`config.mk`:
```
export PLATFORM = sky130hd
export DESIGN_NAME = stream_upsizer
export DESIGN_NICKNAME = d
export VERILOG_FILES = /design/src/rtl/tapa_stream_pkg.sv /design/src/rtl/stream_upsizer_acc.sv /design/src/rtl/stream_upsizer.sv
export SDC_FILE = /design/constraint.sdc
export NUM_CORES = 1
export LEC_CHECK = 0
export ABC_AREA = 1
export ABC_CLOCK_PERIOD_IN_PS = 2700
export BUFFER_PORTS_ARGS = -buffer_cell sky130_fd_sc_hd__buf_2
export CORE_MARGIN = 10
export CORE_UTILIZATION = 45
export CTS_CLUSTER_DIAMETER = 30
export CTS_CLUSTER_SIZE = 14
export DETAILED_ROUTE_END_ITERATION = 6
export HOLD_SLACK_MARGIN = 0.05
export PLACE_DENSITY = 0.68
export SYNTH_ARGS = -nofsm -noshare
export SYNTH_HDL_FRONTEND = slang
export SYNTH_HIERARCHICAL = 1
export SYNTH_SLANG_ARGS = --single-unit
```
`constraint.sdc`:
```
create_clock -name clk -period 2.7 [get_ports clk]
set_input_delay 0.135 -clock clk [delete_from_list [all_inputs] [get_ports clk]]
set_output_delay 0.135 -clock clk [all_outputs]
set_load 0.01 [all_outputs]
```
`src/rtl/tapa_stream_pkg.sv`:
```
// Shared stream conventions: EOT sits at the MSB of each data word, and the
// packed width of an upsized stream is derived from the narrow width and ratio.
package tapa_stream_pkg;

    // Bit index of the EOT flag in a word that carries payload_width payload bits.
    function automatic int eot_pos(input int payload_width);
        return payload_width;
    endfunction

    function automatic int upsize_width(input int in_width, input int ratio);
        return in_width * ratio;
    endfunction

endpackage

```
`src/rtl/stream_upsizer_acc.sv`:
```
// Lane accumulator and lane counter for stream_upsizer. It exposes the packed
// word including the current input lane, so the top can load it on the closing word.
module stream_upsizer_acc
    import tapa_stream_pkg::*;
#(
    parameter int IN_WIDTH = 32,
    parameter int RATIO    = 4
) (
    input  logic                         clk,
    input  logic                         reset,
    input  logic                         accept,
    input  logic                         clear,
    input  logic [IN_WIDTH-1:0]          din,
    input  logic                         eot,
    output logic                         closing,
    output logic [IN_WIDTH*RATIO-1:0]    packed_word,
    output logic                         active
);

    localparam int CNT_W = $clog2(RATIO);
    localparam logic [CNT_W-1:0] LAST_LANE = CNT_W'(RATIO - 1);

    logic [RATIO-1:0][IN_WIDTH-1:0] acc;
    logic [RATIO-1:0][IN_WIDTH-1:0] lanes;
    logic [CNT_W-1:0]               cnt;

`ifdef STREAM_UPSIZER_EOT_EN
    assign closing = (cnt == LAST_LANE) | eot;
`else
    logic unused_eot;
    assign unused_eot = eot;
    assign closing    = (cnt == LAST_LANE);
`endif

    // Upper lanes are already zero here because acc is cleared on every close.
    always_comb begin
        lanes = acc;
        for (int i = 0; i < RATIO; i++) begin
            if (CNT_W'(i) == cnt) lanes[i] = din;
        end
    end

    assign packed_word = lanes;
    assign active      = (cnt != '0);

    // NOTE: acc is a handful of flops, not a RAM, so resetting it is cheap and
    // guarantees a partially packed word never leaks into the next output.
    always_ff @(posedge clk) begin
        if (reset) begin
            acc <= '0;
            cnt <= '0;
        end else if (clear) begin
            acc <= '0;
            cnt <= '0;
        end else if (accept) begin
            acc[cnt] <= din;
            cnt      <= cnt + CNT_W'(1);
        end
    end

endmodule

```
`src/rtl/stream_upsizer.sv`:
```
// Width-up converter between FWFT stream stages: packs RATIO narrow words into
// one wide word. Optional early close on EOT via macro STREAM_UPSIZER_EOT_EN.
module stream_upsizer
    import tapa_stream_pkg::*;
#(
    parameter int IN_WIDTH  = 32,
    parameter int RATIO     = 4,
    parameter int OUT_WIDTH = upsize_width(IN_WIDTH, RATIO)
) (
    input  logic                 clk,
    input  logic                 reset,
    input  logic                 in_empty_n,
    output logic                 in_read,
    input  logic [IN_WIDTH:0]    in_dout,
    input  logic                 out_full_n,
    output logic                 out_write,
    output logic [OUT_WIDTH:0]   out_din,
    output logic                 busy
);

    localparam int IN_EOT = eot_pos(IN_WIDTH);

    logic                 closing_word;
    logic                 acc_fire;
    logic                 close_fire;
    logic                 out_fire;
    logic                 acc_active;
    logic                 eot_flag;
    logic [OUT_WIDTH-1:0] packed_word;
    logic [OUT_WIDTH:0]   out_q;
    logic                 out_valid;

`ifdef STREAM_UPSIZER_EOT_EN
    assign eot_flag = in_dout[IN_EOT];
`else
    assign eot_flag = 1'b0;
`endif

    stream_upsizer_acc #(
        .IN_WIDTH (IN_WIDTH),
        .RATIO    (RATIO)
    ) u_acc (
        .clk         (clk),
        .reset       (reset),
        .accept      (acc_fire),
        .clear       (close_fire),
        .din         (in_dout[IN_WIDTH-1:0]),
        .eot         (in_dout[IN_EOT]),
        .closing     (closing_word),
        .packed_word (packed_word),
        .active      (acc_active)
    );

    // Only a closing word needs the output slot; it may land in the same cycle
    // the slot drains, which is what keeps word boundaries bubble-free.
    assign in_read    = !reset & in_empty_n & (!closing_word | !out_valid | out_full_n);
    assign acc_fire   = in_empty_n & in_read;
    assign close_fire = acc_fire & closing_word;
    assign out_fire   = out_valid & out_full_n;

    // NOTE: state registers use non-blocking assignments so every flop samples
    // pre-edge values; the handshake terms above are all combinational.
    always_ff @(posedge clk) begin
        if (reset) begin
            out_q     <= '0;
            out_valid <= 1'b0;
        end else if (close_fire) begin
            out_q     <= {eot_flag, packed_word};
            out_valid <= 1'b1;
        end else if (out_fire) begin
            out_valid <= 1'b0;
        end
    end

    assign out_write = out_valid;
    assign out_din   = out_q;
    assign busy      = !reset & (acc_active | out_valid);

endmodule
```
-- Word-level counts from Yosys, hierarchy flattened
Cells that the tools add are included.
Widths: inputs -> output; s select.
- word-level logic and storage cells: 40
- output and inout port bits: 132
- memory bits (writable): 0
- register bits: 259
- memory bits (read-only): 0
- bits in latches: 0
- memories kept: 0
- input bits: 37
- equal/unequal tests: 4
- divide/modulo/power cells: 0
- multipliers: 0
- muxes and demuxes: 9
- reductions and logical operators: 8
- $lt $le $gt $ge: 2
- bitwise operators: 9
- $add $sub $neg: 1
- shifts and indexed selects: 0
- operators by type and width (kind ; number):
    $mux 32 ; 5
    $bwmux 128 ; 1
    $demux 32 s2 ; 1
    $and 1x1->1 ; 6
    $eq 2x2->1 const A ; 2
    $reduce_bool 2->1 ; 2
    $logic_not 1->1 ; 3
    $lt 2x3->1 const B ; 1
    $or 1x1->1 ; 3
    $add 2x1->2 const B ; 1
    $eq 1x2->1 const A ; 1
    $eq 2x2->1 const B ; 1
    $ge 2x1->1 const B ; 1
    $logic_not 2->1 ; 1
    $mux 1 ; 2
    $reduce_or 2->1 ; 1
    $logic_and 1x1->1 ; 1

-- Depth between registers and ports, before layout
Gate-level depths: netlist (run 1).
- depth after elaboration: 8
- depth in mapped cells: 12
- mapped depth without buffers: 8

-- By module
The synthesis (run 1) kept the hierarchy.
- modules (own cells, without submodules) (module ; times used ; seq. area each (um^2) ; cells an instance ; area each (um^2)):
    stream_upsizer ; 1 ; 2582.5 ; 1111 ; 6652.6
    stream_upsizer_acc ; 1 ; 2602.5 ; 1066 ; 6535.0

-- Worst setup path after synthesis (run 1)
OpenSTA, ideal clock, no wires.
- kind: flip-flop to flip-flop
- start: register u_acc.cnt[0]
- end: register u_acc/acc[57] (netlist name)
- buffers on the path: 4
- data arrival time: 1.638 ns
- setup slack: 0.949 ns
- data required time: 2.587 ns
- cell stages (with the launch flop): 10
- setup time: 0.113 ns
- clock period less this slack: 1.751 ns
- cell sequence: dfxtp_1 > ha_1 > buf_2 > clkbuf_1 > a31oi_1 > buf_2 > buf_2 > nand3_1 > nand2_1 > nor2_1
- word-level cells in the longest chain between the ends: 8
- elaborated cells between the ends (all ways): 14
- classes of those cells: 2 x order compare; 1 x eq/ne; 3 x mux; 5 x bitwise; 3 x reduce/logical
- RTL lines (element ; RTL line ; RTL):
    from (decl) ; stream_upsizer_acc.sv:25 ; logic [CNT_W-1:0] cnt;
    from (signal assigned) ; stream_upsizer_acc.sv:57 ; cnt <= cnt + CNT_W'(1);
    $eq 2x2->1 * ; stream_upsizer_acc.sv:32 ; assign closing = (cnt == LAST_LANE);
    named net closing_word ; stream_upsizer.sv:23 ; logic closing_word;
    $logic_not 1->1 * ; stream_upsizer.sv:56 ; assign in_read = !reset & in_empty_n & (!closing_word | !out_valid | out_full_n);
    $or 1x1->1 * (2 in series) ; stream_upsizer.sv:56 ;
    $and 1x1->1 * ; stream_upsizer.sv:56 ;
    $and 1x1->1 * ; stream_upsizer.sv:57 ; assign acc_fire = in_empty_n & in_read;
    named net acc_fire ; stream_upsizer.sv:24 ; logic acc_fire;
    $and 1x1->1 ; stream_upsizer.sv:58 ; assign close_fire = acc_fire & closing_word;
    $reduce_or 2->1 (no line) ; n/a ;
    to (signal, indexed assignment) ; stream_upsizer_acc.sv:56 ; acc[cnt] <= din;
    to (decl) ; stream_upsizer_acc.sv:23 ; logic [RATIO-1:0][IN_WIDTH-1:0] acc;
Mark *: on every way through the listed nets, which the timed path passes. The rest lies on a longest branch.
A chain may end at the register's enable or synchronous reset.

-- Final worst setup path (run 1)
- start: register u_acc.cnt[1]
- end: register u_acc/acc[64] (netlist name)
- word-level cells in the longest chain between the ends: 8
- elaborated cells between the ends (all ways): 14
- classes of those cells: 2 x order compare; 1 x eq/ne; 3 x mux; 5 x bitwise; 3 x reduce/logical
- RTL lines (element ; RTL line ; RTL):
    $eq 2x2->1 * ; stream_upsizer_acc.sv:32 ;
    named net closing_word ; stream_upsizer.sv:23 ;
    $logic_not 1->1 ; stream_upsizer.sv:56 ;
    $or 1x1->1 (2 in series) ; stream_upsizer.sv:56 ;
    $and 1x1->1 ; stream_upsizer.sv:56 ;
    $and 1x1->1 ; stream_upsizer.sv:57 ;
    $and 1x1->1 * ; stream_upsizer.sv:58 ;
    named net close_fire ; stream_upsizer.sv:25 ; logic close_fire;
    $reduce_or 2->1 (no line) * ; n/a ;
Marks and branches as above.

==> impl_results.md, run 1 <==
- Status: complete, but fails checks
- Failing checks: design-rule violations
- Met3 routed WL: 3.05 mm
- RSZ-0062 raised after global routing: false
- Lkg Pwr: 8.32 nW
- Vias per inst: 4.73
- Crit path time final: 2.48 ns
- Clock Latency Late Sink: 0.54 ns
- Synth Area in Compound Gates: 5.07%
- Clk sink count: 259
- Post-synth top area share: 39.3%
- Routability cong.: 0.822
- Iter 0 DRT Violations: 1363
- Final net count: 2356
- Root Buffer: clkbuf_16
- Max Transition Viols Final: 0
- Largest net degree at the start of global routing: 162
- Avg Cell Area, Syn: 6.06 um2
- Net Count, Synth: 2219
- Die ar.: 36600 um2
- Share of layout cells above drive strength 1: 13.3%
- First-pass GRT wire length: 61.9 mm
- Worst hold path class: in2reg
- Antenna Nets Post-Route: 0
- Die height: 191 um
- Max_cap viols: 0
- Critical Path RT: 3.16 ns
- Vias in the first global route: 11958
- Total number of vias: 12982
- Largest family of logic cells by synthesized area: simple AND/OR/NAND/NOR gates
- TNS Setup: 0 ns
- Crit path cell chain: ha_4, nand3_4, inv_1, nor2_4, buf_4, nand2_1, nor2_1
- Post-CTS setup repair buffer count: 0
- Worst VDD drop: 0.554 mV
- Sequential fraction of the synthesis area: 39.3%
- CP Capture Type: register
- CTS H-tree lvls: 3
- Worst-margin pin slew: 1.07 ns
- Cts repair resizes: 0
- Slowest cell on crit path: nor2_4
- Wire length on met2: 17.7 mm
- Adder-cell share of the synthesized area: 0.474%
- Filler cell count: 2757
- Clock Skews: 0.0189 ns
- Buffers on Ports: 166
- Initial antenna violation count: 1
- Number of synthesized register bits: 259
- Final HPWL DP: 23.9 mm
- Setup violators final: 0
- Wire length on met1: 16.9 mm
- Cell accounting for the most synthesized area: dfxtp_1
- XOR/XNOR Fraction of Synth Area: 0%
- Clk slew on worst S/H paths: 0.04 ns
- Initial core utilization: 45.8%
- Slew HR: 28.4%
- Die W: 191 um
- Finished Cell Area: 16800 um2
- Top cells by area, synth: dfxtp_1, nor2_1, inv_1, nand2_1, nand4_1
- Post-Synth Simple-Gate Area: 36.6%
- Core ar.: 28800 um2
- CTS tree: built
- Syn. warnings: 6
- Slowest Stage Delay on Critical Path: 0.81 ns
- Post-route DRC: 19
- Worst-path fanout max: 40
- Critical path launch point type: register
- Maximum buffer depth of the clock tree: 3
- Post-Syn Instances: 2177
- Power per Cell Area: 793 nW/um2
- I/O pins: 169
- Final hold viol count: 0
- Crit Path Class: reg2reg
- Total wire length: 38.9 mm
- Top delay family on crit path: simple AND/OR/NAND/NOR gates
- Post-Syn Area: 13200 um2
- DRT Pass-1 Iters: 7
- Remaining Overflow, GRT: 0
- Critical path buffers and inverters: 2
- Post-synthesis mux area share: 0%
- Max Fclk: 0.403 GHz
- WHS: 0.224 ns
- Final period util: 91.9%
- Top Layer Used: met4
- TritonCTS buffer count: 67
- CTS Hold Bufs: 33
- Post-synthesis cell type count: 18
- Placed Area: 14100 um2
- Total Routing Usage GR: 20.8%
- Worst Path Arrival: 2.94 ns
- Synth-to-Final Area Change: 27.5%
- Num rows: 62
- WL/cell: 14.2 um
==> flip-flops by register name (all words and copies together), names as in the netlist <==
signal / cells
u_acc/cnt: 2
out_din: 128
u_acc/acc: 128
out_write: 1
==> worst register-to-register path, delay by kind of cell (launching register included) <==
family | cells | cell delay (ns)
simple gates | 4 | 1.16
buf+inv | 2 | 0.61
flops | 1 | 0.35
fa+ha+maj | 1 | 0.28
==> Yosys cell counts, drive strengths merged <==
master and count:
nand3 96, o21ai 34, buf 111, clkbuf 41, nand4 128, ha 5
a21oi 97, nand2 457, inv 461, a31oi 2, nor2 485, conb 1
dfxtp 259
==> layout make-up <==
| type | instances | area [um2] | area share (%) |
|---|---|---|---|
| tap | 384 | 480 | 2.86 |
| antenna | 1 | 2.50 | 0.0149 |
| clock inverter | 31 | 488 | 2.90 |
| multi-input combinational | 1305 | 5630 | 33.5 |
| sequential | 259 | 5180 | 30.8 |
| inverter | 461 | 1730 | 10.3 |
| clock buffer | 85 | 1890 | 11.2 |
| timing repair buffer | 220 | 1410 | 8.37 |
==> metrics by stage <==
stage	util (%)	worst slack (ns)	cells	power, mW
6_report	58.4	0.219	2746	13.3
3_5_place_dp	49.0	0.267	2596	4.99
5_1_grt	58.4	0.0169	2746	13.8
4_1_cts	58.4	0.249	2745	13.4
3_3_place_gp	49.0	0.329	2596	4.97
2_1_floorplan	-	0.949	2177	4.71
==> cell families after synthesis <==
group | count (synthesis)
buffers and inverters | 613
other | 1
flip-flops | 259
AO/OA/AOI/OAI | 133
AND/OR/NAND/NOR | 1166
adder cells (fa/ha/maj) | 5
==> metal layers <==
layer | vias up | global-route usage, %
met5 | - | 0
met4 | 0 | 8.86
met1 | 5718 | 26.6
met2 | 439 | 32.9
li1 | 6751 | -
met3 | 74 | 4.87
==> path summary, 6_finish.rpt <==
kind | from | endpoint | slack (ns) | depth (start not counted)
setup / recovery | u_acc/cnt[1]$_SDFFE_PP0P_ | u_acc/acc[64]$_SDFFE_PP0P_ | 0.22 | 7
hold / removal | out_full_n | u_acc/acc[118]$_SDFFE_PP0P_ | 0.22 | 6
setup reg to reg | u_acc/cnt[1]$_SDFFE_PP0P_ | u_acc/acc[64]$_SDFFE_PP0P_ | 0.22 | 7
hold reg to reg | u_acc/acc[44]$_SDFFE_PP0P_ | u_acc/acc[44]$_SDFFE_PP0P_ | 0.48 | 2
==> layout by cell type, fill, tap and decap left out, drive strengths merged <==
cell	n
dfxtp	259
bufinv	12
ha	5
nand4	128
conb	1
clkbuf	85
clkinvlp	4
dlygate4sd3	33
nor2	485
nand3	96
nand2	457
diode	1
clkinv	14
o21ai	34
a21oi	97
a31oi	2
inv	462
buf	187
==> report_power, final <==
part	total [mW]	switching, mW	internal [mW]
Sequential	3.96	0.0364	3.93
Clock	8.34	2.32	6.02
Combinational	1.02	0.700	0.321
Total	13.3	3.06	10.3
Power figures use the tool's default switching activity.
==> run 2: changes to the inputs <==
--- a/config.mk
+++ b/config.mk
@@ -8,13 +8,15 @@
 export ABC_AREA = 1
 export ABC_CLOCK_PERIOD_IN_PS = 2700
 export BUFFER_PORTS_ARGS = -buffer_cell sky130_fd_sc_hd__buf_2
+export CELL_PAD_IN_SITES_DETAIL_PLACEMENT = 1
+export CELL_PAD_IN_SITES_GLOBAL_PLACEMENT = 1
 export CORE_MARGIN = 10
-export CORE_UTILIZATION = 45
+export CORE_UTILIZATION = 43
 export CTS_CLUSTER_DIAMETER = 30
 export CTS_CLUSTER_SIZE = 14
 export DETAILED_ROUTE_END_ITERATION = 6
 export HOLD_SLACK_MARGIN = 0.05
-export PLACE_DENSITY = 0.68
+export PLACE_DENSITY = 0.88
 export SYNTH_ARGS = -nofsm -noshare
 export SYNTH_HDL_FRONTEND = slang
 export SYNTH_HIERARCHICAL = 1
==> run 2 against run 1 <==
Routed wire length increased by 40%; die area is 4.2% higher; core utilization shrank 3.2 points; sequential power about the same; critical endpoint is now u_acc/acc[11]$_SDFFE_PP0P_; global-route usage grew 6.1 points; highest routed layer unchanged; the flow now finishes without violations; clock power is essentially flat; fmax decreased by 0.33%; via count is 13% higher; sequential cell count stayed put.
==> impl_results.md, run 2 (synthesis results as in run 1) <==
- Maximum buffer depth of the clock tree: 3 (unchanged)
- TNS Setup: 0 ns (unchanged)
- Crit Path Class: reg2reg (unchanged)
- Worst VDD drop: 0.467 mV (was 0.554 mV)
- Final HPWL DP: 28.4 mm (was 23.9 mm)
- Slew HR: 51.4% (was 28.4%)
- Worst hold path depth: 7 (was 6)
- Initial core utilization: 43.3% (was 45.8%)
- Critical Path RT: 3.17 ns (was 3.16 ns)
- R2r setup slk: 0.21 ns (was 0.22 ns)
- Worst hold path class: in2reg (unchanged)
- Status: finished, final reports clean (was complete, but fails checks)
- Die height: 195 um (was 191 um)
- Lkg Pwr: 8.31 nW (was 8.32 nW)
- Remaining Overflow, GRT: 0 (unchanged)
- CTS H-tree lvls: 3 (unchanged)
- WL/cell: 19.7 um (was 14.2 um)
- CTS tree: built (unchanged)
- Post-route DRC: 0 (was 19)
- Max Transition Viols Final: 0 (unchanged)
- Final cell count without fillers: 2768 (was 2746)
- Critical path launch point type: register (unchanged)
- Most frequent cells in the layout: nor2_1, inv_1, nand2_1 (unchanged)
- Core ar.: 30400 um2 (was 28800 um2)
- Final period util: 92.2% (was 91.9%)
- Path depth of the worst reg2reg path: 6 (was 7)
- Worst-margin pin slew: 0.730 ns (was 1.07 ns)
- Largest net degree at the start of global routing: 144 (was 162)
- Total wire length: 54.5 mm (was 38.9 mm)
- RSZ-0062 raised after global routing: false (unchanged)
- Total Routing Usage GR: 26.9% (was 20.8%)
- Vias in the first global route: 15351 (was 11958)
- Die ar.: 38100 um2 (was 36600 um2)
- Cells after DPL: 2609 (was 2596)
- CP Capture Type: register (unchanged)
- Buffers on Ports: 166 (unchanged)
- R2r startpoint: u_acc/cnt[0]$_SDFFE_PP0P_ (was u_acc/cnt[1]$_SDFFE_PP0P_)
- Final net count: 2360 (was 2356)
- TritonCTS buffer count: 70 (was 67)
- Initial antenna violation count: 7 (was 1)
- Hold endpoint: out_din[114]$_SDFFE_PP0P_ (was u_acc/acc[118]$_SDFFE_PP0P_)
- Final hold viol count: 0 (unchanged)
- Routability cong.: 0.803 (was 0.822)
- Num rows: 64 (was 62)
- I/O pins: 169 (unchanged)
- Clk slew on worst S/H paths: 0.05 ns (was 0.04 ns)
- Iter 0 DRT Violations: 1441 (was 1363)
- Post-CTS setup repair buffer count: 0 (unchanged)
- Max Fclk: 0.402 GHz (was 0.403 GHz)
- Worst-path fanout max: 64 (was 40)
- Clock Skews: 0.0366 ns (was 0.0189 ns)
- Max_cap viols: 0 (unchanged)
- Synth-to-Final Area Change: 27.5% (unchanged)
- Clock Latency Late Sink: 0.58 ns (was 0.54 ns)
- Crit path time final: 2.49 ns (was 2.48 ns)
- Clk sink count: 259 (unchanged)
- Power per Cell Area: 802 nW/um2 (was 793 nW/um2)
- Commonest non-fill, non-tap cell in the layout: nor2_1 (unchanged)
- DRT Pass-1 Iters: 6 (was 7)
- Worst Path Arrival: 2.96 ns (was 2.94 ns)
- Antenna Nets Post-Route: 0 (unchanged)
- Worst hold start: in_empty_n (was out_full_n)
- Setup violators final: 0 (unchanged)
- Root Buffer: clkbuf_16 (unchanged)
- Die W: 195 um (was 191 um)
- Total number of vias: 14725 (was 12982)
- First-pass GRT wire length: 83.3 mm (was 61.9 mm)
- Vias per inst: 5.32 (was 4.73)
- Share of layout cells above drive strength 1: 13.4% (was 13.3%)
- Worst reg2reg path endpoint: u_acc/acc[11]$_SDFFE_PP0P_ (was u_acc/acc[64]$_SDFFE_PP0P_)
==> run 2: cell types whose count changed in the layout (fill, tap and decap cells not counted), sizes merged <==
| cell | change |
|---|---|
| bufinv | -4 |
| clkinv | +2 |
| clkinvlp | +3 |
| diode | +6 |
| clkbuf | +3 |
| inv | -1 |
| buf | +1 |
==> run 2: repair_timing <==
item	4_1_cts	5_1_grt
gates resized for setup	0	0
hold endpoints to repair	34	0
hold buffers	33	0
==> run 2: critical path: stages, from the launching register on <==
cell and delay, ns:
dfxtp_1 0.40, ha_4 0.26, a31oi_4 0.53, nand2_4 0.55, nand2_1 0.28, nand2_1 0.13
nor2_1 0.23
==> run 2: how the worst max path moves through the flow <==
stage          slack (ns)  depth (start not counted)                      start                    endpoint
2_1_floorplan        0.95                          9  u_acc/cnt[0]$_SDFFE_PP0P_  u_acc/acc[57]$_SDFFE_PP0P_
3_3_place_gp         0.80                          5  u_acc/cnt[0]$_SDFFE_PP0P_   u_acc/acc[0]$_SDFFE_PP0P_
3_5_place_dp         0.67                          6  u_acc/cnt[0]$_SDFFE_PP0P_  u_acc/acc[24]$_SDFFE_PP0P_
4_1_cts              0.45                          6  u_acc/cnt[0]$_SDFFE_PP0P_  u_acc/acc[23]$_SDFFE_PP0P_
5_1_grt              0.19                          6  u_acc/cnt[0]$_SDFFE_PP0P_  u_acc/acc[11]$_SDFFE_PP0P_
6_report             0.21                          6  u_acc/cnt[0]$_SDFFE_PP0P_  u_acc/acc[11]$_SDFFE_PP0P_
==> run 2: final cells by class <==
type                       instances  area, um2
fill                            4110      13600
inverter                         461       1730
clock inverter                    31        384
tap                              396        495
multi-input combinational       1305       5630
timing repair buffer             221       1430
clock buffer                      88       1940
sequential                       259       5180
antenna                            7       17.5
==> run 2: stage by stage <==
step	hold WS (ns)	power [mW]	instance area, um2	setup slack (ns)	utilization (%)
final	0.325	13.5	16800	0.211	55.2
after global routing	0.369	13.9	16800	0.193	55.2
after detailed placement	0.400	5.03	14100	0.667	46.5
after global placement	0.391	4.97	14100	0.795	46.5
after floorplan	0.204	4.71	13200	0.949	-
after CTS	0.283	13.4	16800	0.452	55.2
==> run 2: where the power goes <==
group | switching, mW | total, mW | internal, mW
Sequential | 0.0483 | 3.97 | 3.93
Combinational | 0.843 | 1.16 | 0.319
Clock | 2.56 | 8.34 | 5.77
Total | 3.46 | 13.5 | 10.0
==> run 2: per-layer routing <==
layer  global-route usage, %  wire (um)  up-vias
met3                    5.65       4070      274
li1                        -          -     6766
met4                    19.5       3880        0
met1                    30.5      21300     6911
met5                       0          0        -
met2                    44.2      25300      774
==> run 3: changes to the inputs <==
--- a/config.mk
+++ b/config.mk
@@ -16,7 +16,7 @@
 export CTS_CLUSTER_SIZE = 14
 export DETAILED_ROUTE_END_ITERATION = 6
 export HOLD_SLACK_MARGIN = 0.05
-export PLACE_DENSITY = 0.88
+export PLACE_DENSITY = 0.83
 export SYNTH_ARGS = -nofsm -noshare
 export SYNTH_HDL_FRONTEND = slang
 export SYNTH_HIERARCHICAL = 1
==> run 3 against run 2 <==
Total power is 5.0% higher; combinational power hardly changed; clock power is 8.5% higher; critical endpoint is now u_acc/acc[24]$_SDFFE_PP0P_; register-to-register slack better by 0.12 ns; global-route usage is 0.17 points lower; worst hold slack worse by 0.059 ns; worst setup slack better by 0.12 ns; critical path depth is 1 higher; clock skew is 0.0097 ns lower; cell area is 1.5% higher.
==> impl_results.md, run 3 (synthesis results as in run 1) <==
- Core ar.: 30400 um2 (unchanged)
- Net switching fraction of the power: 25.3% (was 25.6%)
- Die W: 195 um (unchanged)
- CP Capture Type: register (unchanged)
- Post-route DRC: 0 (unchanged)
- Max Fclk: 0.423 GHz (was 0.402 GHz)
- Worst reg2reg path endpoint: u_acc/acc[24]$_SDFFE_PP0P_ (was u_acc/acc[11]$_SDFFE_PP0P_)
- Worst hold path class: in2reg (unchanged)
- Critical path launch point type: register (unchanged)
- Buffers on Ports: 166 (unchanged)
- Most frequent cells in the layout: nor2_1, inv_1, nand2_1 (unchanged)
- Status: finished, final reports clean (unchanged)
- Root Buffer: clkbuf_16 (unchanged)
- Final period util: 87.6% (was 92.2%)
- Final hold viol count: 0 (unchanged)
- Critical Path RT: 3.15 ns (was 3.17 ns)
- CTS tree: built (unchanged)
- Die height: 195 um (unchanged)
- Max_cap viols: 0 (unchanged)
- Iter 0 DRT Violations: 952 (was 1441)
- I/O pins: 169 (unchanged)
- Final net count: 2363 (was 2360)
- Combinational share of power: 8.0% (was 8.6%)
- Placed Area: 14200 um2 (was 14100 um2)
- Cell internal pwr: 10.6 mW (was 10.0 mW)
- Setup crit start: u_acc/cnt[0]$_SDFFE_PP0P_ (unchanged)
- R2r setup slk: 0.33 ns (was 0.21 ns)
- Num rows: 64 (unchanged)
- Vias in the first global route: 15323 (was 15351)
- DRT Pass-1 Iters: 5 (was 6)
- Total number of vias: 14386 (was 14725)
- Worst VDD drop: 0.671 mV (was 0.467 mV)
- CTS H-tree lvls: 3 (unchanged)
- Util after Layout: 56.1% (was 55.2%)
- Clock Skews: 0.0269 ns (was 0.0366 ns)
- RSZ-0062 raised after global routing: false (unchanged)
- Commonest non-fill, non-tap cell in the layout: nor2_1 (unchanged)
- DP Worst Slack: 0.582 ns (was 0.667 ns)
- Share of layout cells above drive strength 1: 13.7% (was 13.4%)
- Post-CTS setup repair buffer count: 0 (unchanged)
- Total Routing Usage GR: 26.8% (was 26.9%)
- Net switching power: 3.57 mW (was 3.46 mW)
- Max Transition Viols Final: 0 (unchanged)
- Vias per inst: 5.18 (was 5.32)
- Total wire length: 52.8 mm (was 54.5 mm)
- Clk slew on worst S/H paths: 0.05 ns (about the same)
- Finished Cell Area: 17100 um2 (was 16800 um2)
- Cells after DPL: 2610 (was 2609)
- Worst Path Arrival: 2.82 ns (was 2.96 ns)
- Largest net degree at the start of global routing: 130 (was 144)
- Worst-path fanout max: 64 (unchanged)
- Cts repair resizes: 0 (unchanged)
- Slew HR: 25.8% (was 51.4%)
- Final HPWL DP: 28.1 mm (was 28.4 mm)
- Lkg Pwr: 8.44 nW (was 8.31 nW)
- Crit path time final: 2.37 ns (was 2.49 ns)
- Path depth of the worst reg2reg path: 7 (was 6)
- Clk network pwr share: 63.9% (was 61.9%)
- Synth-to-Final Area Change: 29.4% (was 27.5%)
- Maximum buffer depth of the clock tree: 3 (unchanged)
- Worst-margin pin slew: 1.11 ns (was 0.730 ns)
- Initial core utilization: 43.3% (unchanged)
- WL/cell: 19.0 um (was 19.7 um)
- Sequential Power Share: 28.0% (was 29.5%)
- Antenna Nets Post-Route: 0 (unchanged)
- Initial antenna violation count: 1 (was 7)
- Clk sink count: 259 (unchanged)
- Final cell count without fillers: 2777 (was 2768)
- Routability cong.: 0.803 (about the same)
- Remaining Overflow, GRT: 0 (unchanged)
- R2r startpoint: u_acc/cnt[0]$_SDFFE_PP0P_ (unchanged)
- TNS Setup: 0 ns (unchanged)
- Setup violators final: 0 (unchanged)
- Setup WS post-layout: 0.335 ns (was 0.211 ns)
- Die ar.: 38100 um2 (unchanged)
- Clock Latency Late Sink: 0.57 ns (was 0.58 ns)
- Crit Path Class: reg2reg (unchanged)
- Filler cell count: 4071 (was 4110)
- Crit path to: u_acc/acc[24]$_SDFFE_PP0P_ (was u_acc/acc[11]$_SDFFE_PP0P_)
- Power per Cell Area: 829 nW/um2 (was 802 nW/um2)
- TritonCTS buffer count: 72 (was 70)
- First-pass GRT wire length: 83.1 mm (was 83.3 mm)
==> run 3: cell count changes in the layout (fill, tap and decap cells not counted), sizes merged <==
cell and change:
clkinv -1, bufinv +2, buf +1, clkinvlp -2, inv +3, clkbuf +12, diode -6
==> run 3: worst min path at each step <==
stage	endpoint	slack (ns)	cells after the start	startpoint
CTS	u_acc/acc[118]$_SDFFE_PP0P_	0.24	7	out_full_n
finish	u_acc/acc[118]$_SDFFE_PP0P_	0.27	7	out_full_n
global route	u_acc/acc[118]$_SDFFE_PP0P_	0.28	6	out_full_n
detailed placement	u_acc/acc[10]$_SDFFE_PP0P_	0.40	3	in_dout[10]
floorplan	out_write$_SDFFE_PP0P_	0.20	1	reset
global placement	u_acc/acc[12]$_SDFFE_PP0P_	0.39	3	in_dout[12]
==> run 3: final cells by class <==
type	count	area [um2]	share of cell area, %
clock buffers	100	2080	12.2
repair buffers	222	1460	8.55
multi-input cells	1305	5630	33.0
diodes	1	2.50	0.0147
clock inverters	33	484	2.84
well taps	396	495	2.90
flip-flops and latches	259	5180	30.4
inverters	461	1730	10.1
==> run 3: power groups by stage <==
stage / Sequential (mW) / Combinational, mW / Clock [mW]
6_report: 3.97 / 1.14 / 9.05
5_1_grt: 3.97 / 1.24 / 9.35
4_1_cts: 3.97 / 1.08 / 9.04
3_5_place_dp: 4.03 / 1.01 / 0
3_3_place_gp: 4.03 / 0.968 / 0
2_1_floorplan: 4.03 / 0.681 / 0
==> run 3: worst max-delay path, stage by stage (launching register included) <==
cell	delay, ns
dfxtp_1	0.49
ha_4	0.38
a31oi_4	0.15
buf_4	0.24
nand2_4	0.53
nand2_1	0.19
nand2_1	0.15
nor2_1	0.05
==> run 3: per-stage QoR <==
step	power, mW	hold WS (ns)
floorplan	4.71	0.204
global placement	4.99	0.387
detailed placement	5.04	0.395
CTS	14.1	0.242
global route	14.6	0.277
finish	14.2	0.267
==> run 3: metal layers <==
layer / vias up / track usage (%) / wire (um)
met3: 173 / 5.58 / 3230
met4: 0 / 16.7 / 3130
met5: - / 0 / 0
li1: 6770 / - / -
met2: 518 / 45.0 / 25100
met1: 6925 / 30.5 / 21300
==> run 3: repair_timing <==
item,CTS,global route
hold buffers,33,0
setup endpoints to repair,0,0
hold endpoints to repair,35,0
